<file path="config.mk">
export PLATFORM = sky130hd
export DESIGN_NAME = uart_rx_frame_assembler
export DESIGN_NICKNAME = d
export VERILOG_FILES = /design/src/rtl/uart_rx_frame_assembler.sv
export SDC_FILE = /design/constraint.sdc
export NUM_CORES = 1
export LEC_CHECK = 0
export ABC_AREA = 0
export ABC_CLOCK_PERIOD_IN_PS = 2900
export CAP_MARGIN = 20
export CELL_PAD_IN_SITES_DETAIL_PLACEMENT = 0
export CELL_PAD_IN_SITES_GLOBAL_PLACEMENT = 1
export CORE_MARGIN = 2
export CORE_UTILIZATION = 44
export DETAILED_ROUTE_END_ITERATION = 16
export PLACE_DENSITY_LB_ADDON = 0.25
export SYNTH_ARGS = -nofsm -noshare
export SYNTH_HDL_FRONTEND = slang
export SYNTH_SLANG_ARGS = --single-unit
</file>
<file path="constraint.sdc">
create_clock -name clock -period 2.9 [get_ports clock]
set_input_delay 0.29 -clock clock [delete_from_list [all_inputs] [get_ports clock]]
set_output_delay 0.29 -clock clock [all_outputs]
set_load 0.05 [all_outputs]
</file>
<file path="src/rtl/uart_rx_frame_assembler.sv">
// Assembles UART receiver words into header/payload/checksum frames and queues
// good frames in a small FIFO presented over a valid/ready handshake.
module uart_rx_frame_assembler #(
  parameter int unsigned PAYLOAD_WORDS = 3,
  parameter int unsigned FIFO_DEPTH    = 4
) (
  input  logic                               clock,
  input  logic                               reset_n,
  input  logic [8:0]                         rx_data,
  input  logic                               rx_done,
  input  logic                               rx_framing_error,
  output logic                               frame_valid,
  input  logic                               frame_ready,
  output logic [7:0]                         frame_id,
  output logic [8*PAYLOAD_WORDS-1:0]         frame_payload,
  output logic [$clog2(FIFO_DEPTH+1)-1:0]    frame_count,
  output logic                               err_sequence,
  output logic                               err_checksum,
  output logic                               err_framing,
  output logic                               err_overflow
);

  localparam int unsigned IdxW = $clog2(PAYLOAD_WORDS + 1);
  localparam int unsigned PtrW = $clog2(FIFO_DEPTH);
  localparam int unsigned CntW = $clog2(FIFO_DEPTH + 1);
  localparam int unsigned PayW = 8 * PAYLOAD_WORDS;

  localparam logic [1:0] StHunt    = 2'd0;
  localparam logic [1:0] StPayload = 2'd1;
  localparam logic [1:0] StCheck   = 2'd2;

  logic [1:0]      state_q, state_d;
  logic [7:0]      id_q, id_d;
  logic [7:0]      csum_q, csum_d;
  logic [IdxW-1:0] idx_q, idx_d;
  logic [PayW-1:0] pay_q, pay_d;
  logic            fe_q;
  logic            seq_q, seq_d;
  logic            chk_q, chk_d;
  logic            frm_q, frm_d;
  logic            ovf_q, ovf_d;

  logic [PtrW-1:0] wr_ptr_q, rd_ptr_q;
  logic [CntW-1:0] count_q, count_d;
  logic [7:0]      id_mem  [FIFO_DEPTH];
  logic [PayW-1:0] pay_mem [FIFO_DEPTH];

  logic       fe_rise, word_ok, marker, push, push_ok, pop;
  logic [7:0] rx_byte;

  assign fe_rise = rx_framing_error & ~fe_q;
  // Words arriving while the receiver flags a framing error are untrustworthy.
  assign word_ok = rx_done & ~rx_framing_error;
  assign marker  = rx_data[8];
  assign rx_byte = rx_data[7:0];

  assign frame_valid = (count_q != '0);
  assign pop         = frame_valid & frame_ready;
  assign push_ok     = push & ((count_q < CntW'(FIFO_DEPTH)) | pop);

  always_comb begin
    state_d = state_q;
    id_d    = id_q;
    csum_d  = csum_q;
    idx_d   = idx_q;
    pay_d   = pay_q;
    seq_d   = 1'b0;
    chk_d   = 1'b0;
    frm_d   = fe_rise;
    push    = 1'b0;
    if (fe_rise) begin
      state_d = StHunt;
      idx_d   = '0;
      csum_d  = '0;
    end else if (word_ok) begin
      case (state_q)
        StHunt: begin
          if (marker) begin
            id_d    = rx_byte;
            csum_d  = rx_byte;
            idx_d   = '0;
            state_d = StPayload;
          end else begin
            seq_d = 1'b1;
          end
        end
        StPayload, StCheck: begin
          if (marker) begin
            // A header mid-frame starts a fresh frame rather than waiting for HUNT.
            seq_d   = 1'b1;
            id_d    = rx_byte;
            csum_d  = rx_byte;
            idx_d   = '0;
            state_d = StPayload;
          end else if (state_q == StPayload) begin
            for (int k = 0; k < PAYLOAD_WORDS; k++) begin
              if (idx_q == IdxW'(k)) pay_d[8*k +: 8] = rx_byte;
            end
            csum_d = csum_q ^ rx_byte;
            idx_d  = idx_q + IdxW'(1);
            if (idx_q == IdxW'(PAYLOAD_WORDS - 1)) state_d = StCheck;
          end else begin
            if (rx_byte == csum_q) push = 1'b1;
            else                   chk_d = 1'b1;
            state_d = StHunt;
          end
        end
        default: state_d = StHunt;
      endcase
    end
  end

  always_comb begin
    count_d = count_q;
    if (push_ok && !pop)      count_d = count_q + CntW'(1);
    else if (pop && !push_ok) count_d = count_q - CntW'(1);
  end

  always_ff @(posedge clock) begin
    if (!reset_n) begin
      state_q  <= StHunt;
      id_q     <= '0;
      csum_q   <= '0;
      idx_q    <= '0;
      pay_q    <= '0;
      fe_q     <= 1'b0;
      seq_q    <= 1'b0;
      chk_q    <= 1'b0;
      frm_q    <= 1'b0;
      ovf_q    <= 1'b0;
      wr_ptr_q <= '0;
      rd_ptr_q <= '0;
      count_q  <= '0;
    end else begin
      state_q  <= state_d;
      id_q     <= id_d;
      csum_q   <= csum_d;
      idx_q    <= idx_d;
      pay_q    <= pay_d;
      fe_q     <= rx_framing_error;
      seq_q    <= seq_d;
      chk_q    <= chk_d;
      frm_q    <= frm_d;
      ovf_q    <= push & ~push_ok;
      count_q  <= count_d;
      if (push_ok) wr_ptr_q <= wr_ptr_q + PtrW'(1);
      if (pop)     rd_ptr_q <= rd_ptr_q + PtrW'(1);
    end
  end

  // Storage needs no reset: contents are masked whenever the FIFO is empty.
  always_ff @(posedge clock) begin
    if (push_ok) begin
      id_mem[wr_ptr_q]  <= id_q;
      pay_mem[wr_ptr_q] <= pay_q;
    end
  end

  assign frame_id      = frame_valid ? id_mem[rd_ptr_q]  : '0;
  assign frame_payload = frame_valid ? pay_mem[rd_ptr_q] : '0;
  assign frame_count   = count_q;
  assign err_sequence  = seq_q;
  assign err_checksum  = chk_q;
  assign err_framing   = frm_q;
  assign err_overflow  = ovf_q;

endmodule

</file>
## Word level (Yosys, flattened, before mapping)

Memories as Yosys holds them, arrays and structs flattened. A register that Yosys moved wholly into a read port is not among the register bits.
Cells that the tools add are included.

| storage, ports and cells | value |
|---|---|
| memory bits (writable) | 128 |
| input port bits | 14 |
| memories kept | 2 |
| register bits | 56 |

| cells by class | value |
|---|---|
| bitwise gates (word level) | 15 |
| equal/unequal tests | 8 |
| magnitude comparators | 1 |
| reduce and logical (&&, ||, !) cells | 20 |
| mux-type cells | 33 |
| add/subtract/negate cells | 5 |

Memories:

| name | words | bits a word | read ports | clocked after memory_dff | write ports | RTL line | text |
|---|---|---|---|---|---|---|---|
| pay_mem | 4 | 24 | 1 | 1 | 1 | 46 | `logic [PayW-1:0] pay_mem [FIFO_DEPTH];` |
| id_mem | 4 | 8 | 1 | 1 | 1 | 45 | `logic [7:0] id_mem [FIFO_DEPTH];` |

Operators with widths:

| operator | number |
|---|---|
| $mux 8 | 4 |
| $mux 24 | 1 |
| $mux 2 | 11 |
| $reduce_and 6->1 | 3 |
| $pmux 8 s2 | 1 |
| $mux 1 | 11 |
| $eq 8x8->1 | 1 |
| $not 1->1 | 8 |
| $pmux 2 s2 | 2 |
| $reduce_and 4->1 | 2 |
| $xor 8x8->8 | 1 |
| $add 2x1->2 const B | 3 |
| $mux 3 | 2 |
| $reduce_or 3->1 | 2 |
| $reduce_or 6->1 | 1 |
| $and 1x1->1 | 5 |
| $eq 2x1->1 const B | 2 |
| $eq 2x2->1 const B | 2 |
| $logic_not 2->1 | 2 |
| $ne 4x4->1 const B | 1 |
| $reduce_bool 2->1 | 2 |
| $reduce_or 2->1 | 2 |
| $add 3x1->3 const B | 1 |
| $lt 3x3->1 const B | 1 |
| 9 further kinds | 11 |

## Logic depth before layout (Yosys ltp)

Gate-level depths: netlist of the first run.

| depth | value |
|---|---|
| word-level depth | 12 |
| gate-level depth with buffers | 12 |

## Worst setup path before layout of the first run

Ideal clock, no wire load.

| timing | value |
|---|---|
| path type | reg2reg |
| start point | register state_q[0] |
| end point | register count_q[2], in the netlist frame_count[2] |
| arrival time | 2675 ps |
| period minus slack after synthesis | 2746 ps |
| cell stages (with the launch flop) | 13 |
| slack | 154 ps |
| path buffers | 1 |
| setup time | 71 ps |
| cells stage by stage | dfxtp_1 > inv_1 > ha_1 > nand2b_1 > buf_6 > nor3_4 > nor4b_4 > ha_1 > inv_1 > fa_1 > xor2_1 > or3_1 > a21oi_1 |

| between the ends | value |
|---|---|
| longest elaborated chain between the ends | 10 |

RTL lines:

| element | RTL line | text |
|---|---|---|
| from (decl) | 32 | `logic [1:0] state_q, state_d;` |
| from (signal assigned) | 121 | `state_q <= StHunt;` |
| from (signal assigned) | 135 | `state_q <= state_d;` |
| $eq 2x1->1 | 76, 95 |  |
| $mux 1 | 95 | `end else if (state_q == StPayload) begin` |
| $mux 1 | 88 | `if (marker) begin` |
| $mux 1 * | 76 | `case (state_q)` |
| $mux 1 * | 75 | `end else if (word_ok) begin` |
| $mux 1 * | 71 | `if (fe_rise) begin` |
| $and 1x1->1 * | 59 | `assign push_ok = push & ((count_q < CntW'(FIFO_DEPTH)) \| pop);` |
| named net push_ok | 48 | `logic fe_rise, word_ok, marker, push, push_ok, pop;` |
| $logic_not 1->1 | 116 | `else if (pop && !push_ok) count_d = count_q - CntW'(1);` |
| $logic_and 1x1->1 | 116 |  |
| $reduce_bool 2->1 (no line) | -- |  |
| to (signal assigned) | 145 | `count_q <= count_d;` |
| to (decl) | 44 | `logic [CntW-1:0] count_q, count_d;` |

The timed path passes the listed nets; every way through them passes the cells marked *.
A chain may end at the register's enable or synchronous reset.

## Worst setup path after layout of the first run

| timing | value |
|---|---|
| start point | register state_q[1] |
| end point | register count_q[2], in the netlist frame_count[2] |

Same word-level chain as after synthesis.

==> results.py, run 1 <==
metrics = {
    "clocking": {
        "ctsRootBufferMaster": "clkbuf_16",
        "hold_buffers": 0,
        "cts_buffers": 17,
        "clock_path_buffers": 2,
        "cts_tree": "done",
        "cts_max_level": 4,
        "path_clk_slew_ns": 0.06,
        "cts.sinks": 186,
        "clock_latency_ns": 0.42,
    },
    "worst_setup_path": {
        "critPathMaxFanout": 6,
        "startpoint_type": "flop",
        "path_class": "reg -> reg",
        "arrival_ns": 3.10,
        "end_kind": "flop",
        "r2r_slack_ns": 0.15,
        "required_ns": 3.25,
    },
    "sta": {
        "setup-violations-final": 0,
        "fin_crit_ns": 2.75,
        "period_share": 0.947,
        "fin_tns_setup_ns": 0,
        "hold_ws_ns": 0.418,
        "worst_slew_pin_slew_ns": 0.658,
        "timing.final.max_slew_violations": 0,
        "slew-limit-headroom": 0.560,
        "rsz0062_at_grt": "no",
        "max_freq_mhz": 364,
        "skew_ns": 0.00932,
        "hold_violations": 0,
    },
    "grt": {
        "grt_pass1_wl_um": 23100,
        "overflow": 0,
        "grt_pass1_vias": 4150,
        "antenna_found_initial": 0,
        "track_usage": 0.173,
        "grt_max_degree": 35,
    },
    "die": {
        "core_area_mm2": 0.0166,
        "std_cell_rows": 47,
        "die_h_um": 134,
        "ioPinCount": 54,
        "die_w_um": 134,
        "die_area_mm2": 0.0180,
        "start_util": 0.450,
    },
    "placement": {
        "place_hpwl_um": 8880,
        "dpl.cell_count": 757,
        "routabilityCongestion": 0.778,
        "placed_area_mm2": 0.00850,
        "port_buffers": 53,
    },
    "route": {
        "drtAntennaViolNets": 0,
        "vias": 4039,
        "drt-total-wl_um": 14600,
        "wl_per_cell_um": 18.4,
        "drc": 0,
        "via_per_inst": 5.11,
        "drt_first_pass_iters": 5,
        "drtIter0Drc": 289,
    },
    "cells_and_area": {
        "fin_area_mm2": 0.00911,
        "drive_above_1_share": 0.223,
        "fin_util": 0.549,
        "syn_to_final_growth_pct": 22.1,
        "antennaDiodeCount": 0,
        "fin_cells": 790,
        "final_nets": 583,
    },
    "synthesis": {
        "avgSynthCellArea_um2": 15.4,
        "syn-instance-count": 483,
        "synth.most_common_cell": "edfxtp_1",
        "synthTopCellsByArea": "edfxtp_1 52%, dfxtp_1 16%, mux4_2 9.7%, mux2i_1 4.8%, and2_1 3.7%",
        "syn_area_mm2": 0.00746,
        "yosys_warnings": 0,
        "synthFlopType": "edfxtp_1",
        "ys_ff_latch": 186,
        "synth_commonest_cells": "128 x edfxtp_1, 58 x dfxtp_1, 53 x nor2_1",
        "synth_top_cell_by_area": "edfxtp_1",
        "synth_top_area_frac": 0.515,
        "syn_nets": 509,
        "synth_seq_area_share": 0.671,
        "synth_edf_count": 128,
        "ys_types": 38,
        "async_reset_ff_frac": 0,
    },
    "min_path": {
        "hp-class": "reg -> reg",
    },
    "status": {
        "status": "finished, final reports clean",
    },
    "run": {
        "cap_violations": 0,
    },
    "power": {
        "ir_drop_mv": 0.664,
        "p_leak_nw": 3.31,
        "power_density_mw_per_mm2": 945,
    },
}
## cells by family after synthesis
kind of cell | share of synthesized area
simple gates | 0.0970
fa+ha+maj | 0.0211
xor+xnor | 0.0141
mux | 0.145
buf+inv | 0.0186
flops | 0.671
compound gates | 0.0331
## critical path, cell delays in order (launching register included)
cell and delay, ns:
dfxtp_1 0.35, inv_1 0.07, ha_2 0.37, nand2b_1 0.11
nor3_4 0.23, nor4b_4 0.28, ha_1 0.22, inv_1 0.06
fa_1 0.37, xor2_1 0.18, or3_1 0.31, a21oi_1 0.14
## cells in the final DEF, fill, tap and decap left out, types with 4 or more instances in the layout
master | Yosys | routed
nor2_1 | 53 | 53
mux4_2 | 32 | 32
xor2_1 | 4 | 4
nand2b_1 | 4 | 4
ha_1 | 11 | 10
and2_1 | 44 | 44
inv_1 | 10 | 10
o21ai_0 | 15 | 15
nand2_1 | 9 | 9
a21oi_1 | 12 | 12
xnor2_1 | 8 | 8
mux2i_1 | 36 | 36
clkbuf_16 | 0 | 17
clkdlybuf4s50_1 | 0 | 21
buf_4 | 0 | 37
a2111oi_0 | 8 | 8
dfxtp_1 | 58 | 57
buf_12 | 0 | 19
edfxtp_1 | 128 | 128
## flip-flops by register name, indices dropped and copies added (netlist names), 2 cells and up, named ones only
register and cells:
pay_mem 96, id_mem 32, pay_q 24, csum_q 8, id_q 8, frame_count 3, idx_q 2, rd_ptr_q 2
state_q 2, wr_ptr_q 2
## cell type report
cell class / count / area, µm²
Sequential cell: 186 / 5010
Fill cell: 1344 / 7480
Timing Repair Buffer: 77 / 868
Inverter: 11 / 41.3
Clock buffer: 18 / 429
Clock inverter: 14 / 170
Tap cell: 220 / 275
Multi-Input combinational cell: 264 / 2320
## power breakdown
part / switching (mW) / total (mW) / internal [mW]
clock network: 0.972 / 2.33 / 1.36
registers: 0.0434 / 2.89 / 2.85
logic: 2.04 / 3.38 / 1.35
## final timing paths
kind,start,endpoint,cells after the start
setup / recovery,state_q[1],frame_count[2],11
hold / removal,fe_q,err_framing,1
setup reg to reg,state_q[1],frame_count[2],11
hold reg to reg,fe_q,err_framing,1
## through the flow
stage                     total power [mW]  worst slack, ns
final                                 8.61            0.154
after global routing                  8.94          0.00990
after CTS                             8.72            0.108
after detailed placement              6.41         -0.00366
after global placement                6.39           0.0618
after floorplan                       5.21            0.154
## layer usage
layer / GRT usage / wire, µm
met1: 0.222 / 6320
met2: 0.293 / 7320
met3: 0.0363 / 723
met4: 0.0626 / 210
met5: 0 / 0
## what timing repair did
item,in CTS,in global routing
setup buffers,0,1
gates resized for setup,0,1
endpoints found under the setup margin,0,1
No activity file was read; power rests on OpenSTA's default activity.
==> run 2: changes to the inputs <==
Settings changed: CAP_MARGIN 20 to 10, CTS_CLUSTER_SIZE set to 28, PLACE_DENSITY_LB_ADDON 0.25 to 0.1.
==> run 2 against run 1 <==
  * First-iteration DRC count is 34% lower
  * Clock-buffer cell count up 6
  * Global-route usage rose by 0.31 points
  * Worst hold slack gained 0.0023 ns
  * Critical endpoint unchanged
  * Largest power group unchanged
  * Clock power down 8.6%
  * Fmax increased by 0.44%
  * Via count is 0.59% higher
  * Sequential power hardly changed
  * Highest routed layer unchanged
==> results.py, run 2 (synthesized netlist as in run 1, its figures left out) <==
metrics = {
    "clocking": {
        "clock_path_buffers": 2,
        "cts_buffers": 17,
        "cts_max_level": 4,
        "cts_tree": "done",
        "post_cts_resized": 0,
        "ctsRootBufferMaster": "clkbuf_16",
        "clock_latency_ns": 0.42,
        "cts.sinks": 186,
        "postCtsSetupBuffers": 0,
        "path_clk_slew_ns": 0.06,
        "hold_buffers": 0,
    },
    "power": {
        "p_leak_nw": 3.32,
        "power.total_mw": 8.83,
        "power_density_mw_per_mm2": 961,
        "ir_drop_mv": 0.812,
    },
    "sta": {
        "max_freq_mhz": 366,
        "timing.final.max_slew_violations": 0,
        "period_share": 0.943,
        "slew-limit-headroom": 0.586,
        "setup-violations-final": 0,
        "rsz0062_at_grt": "no",
        "hold_violations": 0,
        "skew_ns": 0.00752,
        "hold_ws_ns": 0.420,
        "setup_ws_ns": 0.166,
        "worst_slew_pin_slew_ns": 0.619,
        "fin_crit_ns": 2.73,
    },
    "cells_and_area": {
        "antennaDiodeCount": 0,
        "regMostFlops": "pay_mem",
        "syn_to_final_growth_pct": 23.1,
        "fin_cells": 789,
        "nFillCells": 1359,
        "fin_area_mm2": 0.00918,
        "largest_reg_flops": 96,
        "layout_commonest_cell": "edfxtp_1",
        "drive_above_1_share": 0.213,
        "top_regs": "pay_mem: 96 flops, id_mem: 32 flops, pay_q: 24 flops",
        "final_nets": 582,
        "final_cell_mix": "128 x edfxtp_1, 57 x dfxtp_1, 53 x nor2_1",
    },
    "die": {
        "die_area_mm2": 0.0180,
        "start_util": 0.450,
        "core_area_mm2": 0.0166,
        "die_w_um": 134,
        "die_h_um": 134,
        "std_cell_rows": 47,
        "ioPinCount": 54,
    },
    "route": {
        "wl_per_cell_um": 18.9,
        "vias": 4063,
        "drt_first_pass_iters": 4,
        "drc": 0,
        "drt-total-wl_um": 14900,
        "drtAntennaViolNets": 0,
        "drtIter0Drc": 192,
        "via_per_inst": 5.15,
    },
    "worst_setup_path": {
        "startpoint_type": "flop",
        "arrival_ns": 3.09,
        "end_kind": "flop",
        "required_ns": 3.26,
        "critPathMaxFanout": 6,
        "path_class": "reg -> reg",
    },
    "grt": {
        "grt_pass1_wl_um": 23200,
        "grt_pass1_vias": 4238,
        "overflow": 0,
        "grt_max_degree": 35,
        "antenna_found_initial": 0,
        "track_usage": 0.177,
    },
    "placement": {
        "place_hpwl_um": 9020,
        "post-place-ws_ns": -0.0509,
        "port_buffers": 53,
        "routabilityCongestion": 0.803,
        "dpl.cell_count": 757,
        "placed_area_mm2": 0.00863,
    },
    "min_path": {
        "hp-class": "reg -> reg",
    },
    "run": {
        "cap_violations": 0,
    },
    "status": {
        "status": "finished, final reports clean",
    },
}
-- run 2: cell count changes in the layout (fill, tap and decap cells not counted), sizes merged --
cell | before | now
clkbuf | 18 | 24
clkinv | 6 | 5
inv | 13 | 11
clkinvlp | 3 | 2
buf | 56 | 55
bufinv | 3 | 1
-- run 2: worst max-delay path, cell delays in order (launching register included) --
cell      delay (ns)
dfxtp_1         0.38
inv_1           0.06
ha_2            0.36
nand2b_1        0.12
nor3_4          0.21
nor4b_4         0.25
ha_1            0.21
inv_1           0.05
fa_1            0.37
xor2_1          0.18
or3_1           0.32
a21oi_1         0.14
-- run 2: path summary, 6_finish.rpt --
kind,from,to,slack [ns],depth (start not counted)
setup / recovery,state_q[0],frame_count[2],0.17,11
hold / removal,fe_q,err_framing,0.42,1
setup reg to reg,state_q[0],frame_count[2],0.17,11
hold reg to reg,fe_q,err_framing,0.42,1
-- run 2: power breakdown --
group          internal [mW]  switching, mW
Clock                   1.22          0.909
Sequential              2.85         0.0422
Combinational           1.65           2.15
-- run 2: stage by stage --
stage                      util   TNS, ns
after floorplan               -         0
after global placement    0.521  -0.00606
after detailed placement  0.521   -0.0509
after CTS                 0.553         0
after global routing      0.554         0
final                     0.554         0
-- run 2: metal layers --
| layer | vias to the layer above | share of wire | GRT usage |
|---|---|---|---|
| li1 | 1945 | - | - |
| met1 | 2035 | 0.44 | 0.229 |
| met2 | 63 | 0.51 | 0.296 |
| met3 | 20 | 0.025 | 0.0333 |
| met4 | 0 | 0.019 | 0.0678 |
| met5 | - | 0 | 0 |
-- run 2: final cells by class --
type,instances,area (µm²),share of cell area
clock buffers,24,472,0.0514
clock inverters,8,71.3,0.00777
inverters,11,41.3,0.00450
multi-input cells,264,2320,0.252
flip-flops and latches,186,5010,0.545
well taps,220,275,0.0300
repair buffers,76,998,0.109
==> run 3: changes to the inputs <==
Settings changed: TNS_END_PERCENT set to 100.
==> results of run 3 <==
The final DEF is identical to that of run 2; final timing and power are the same.
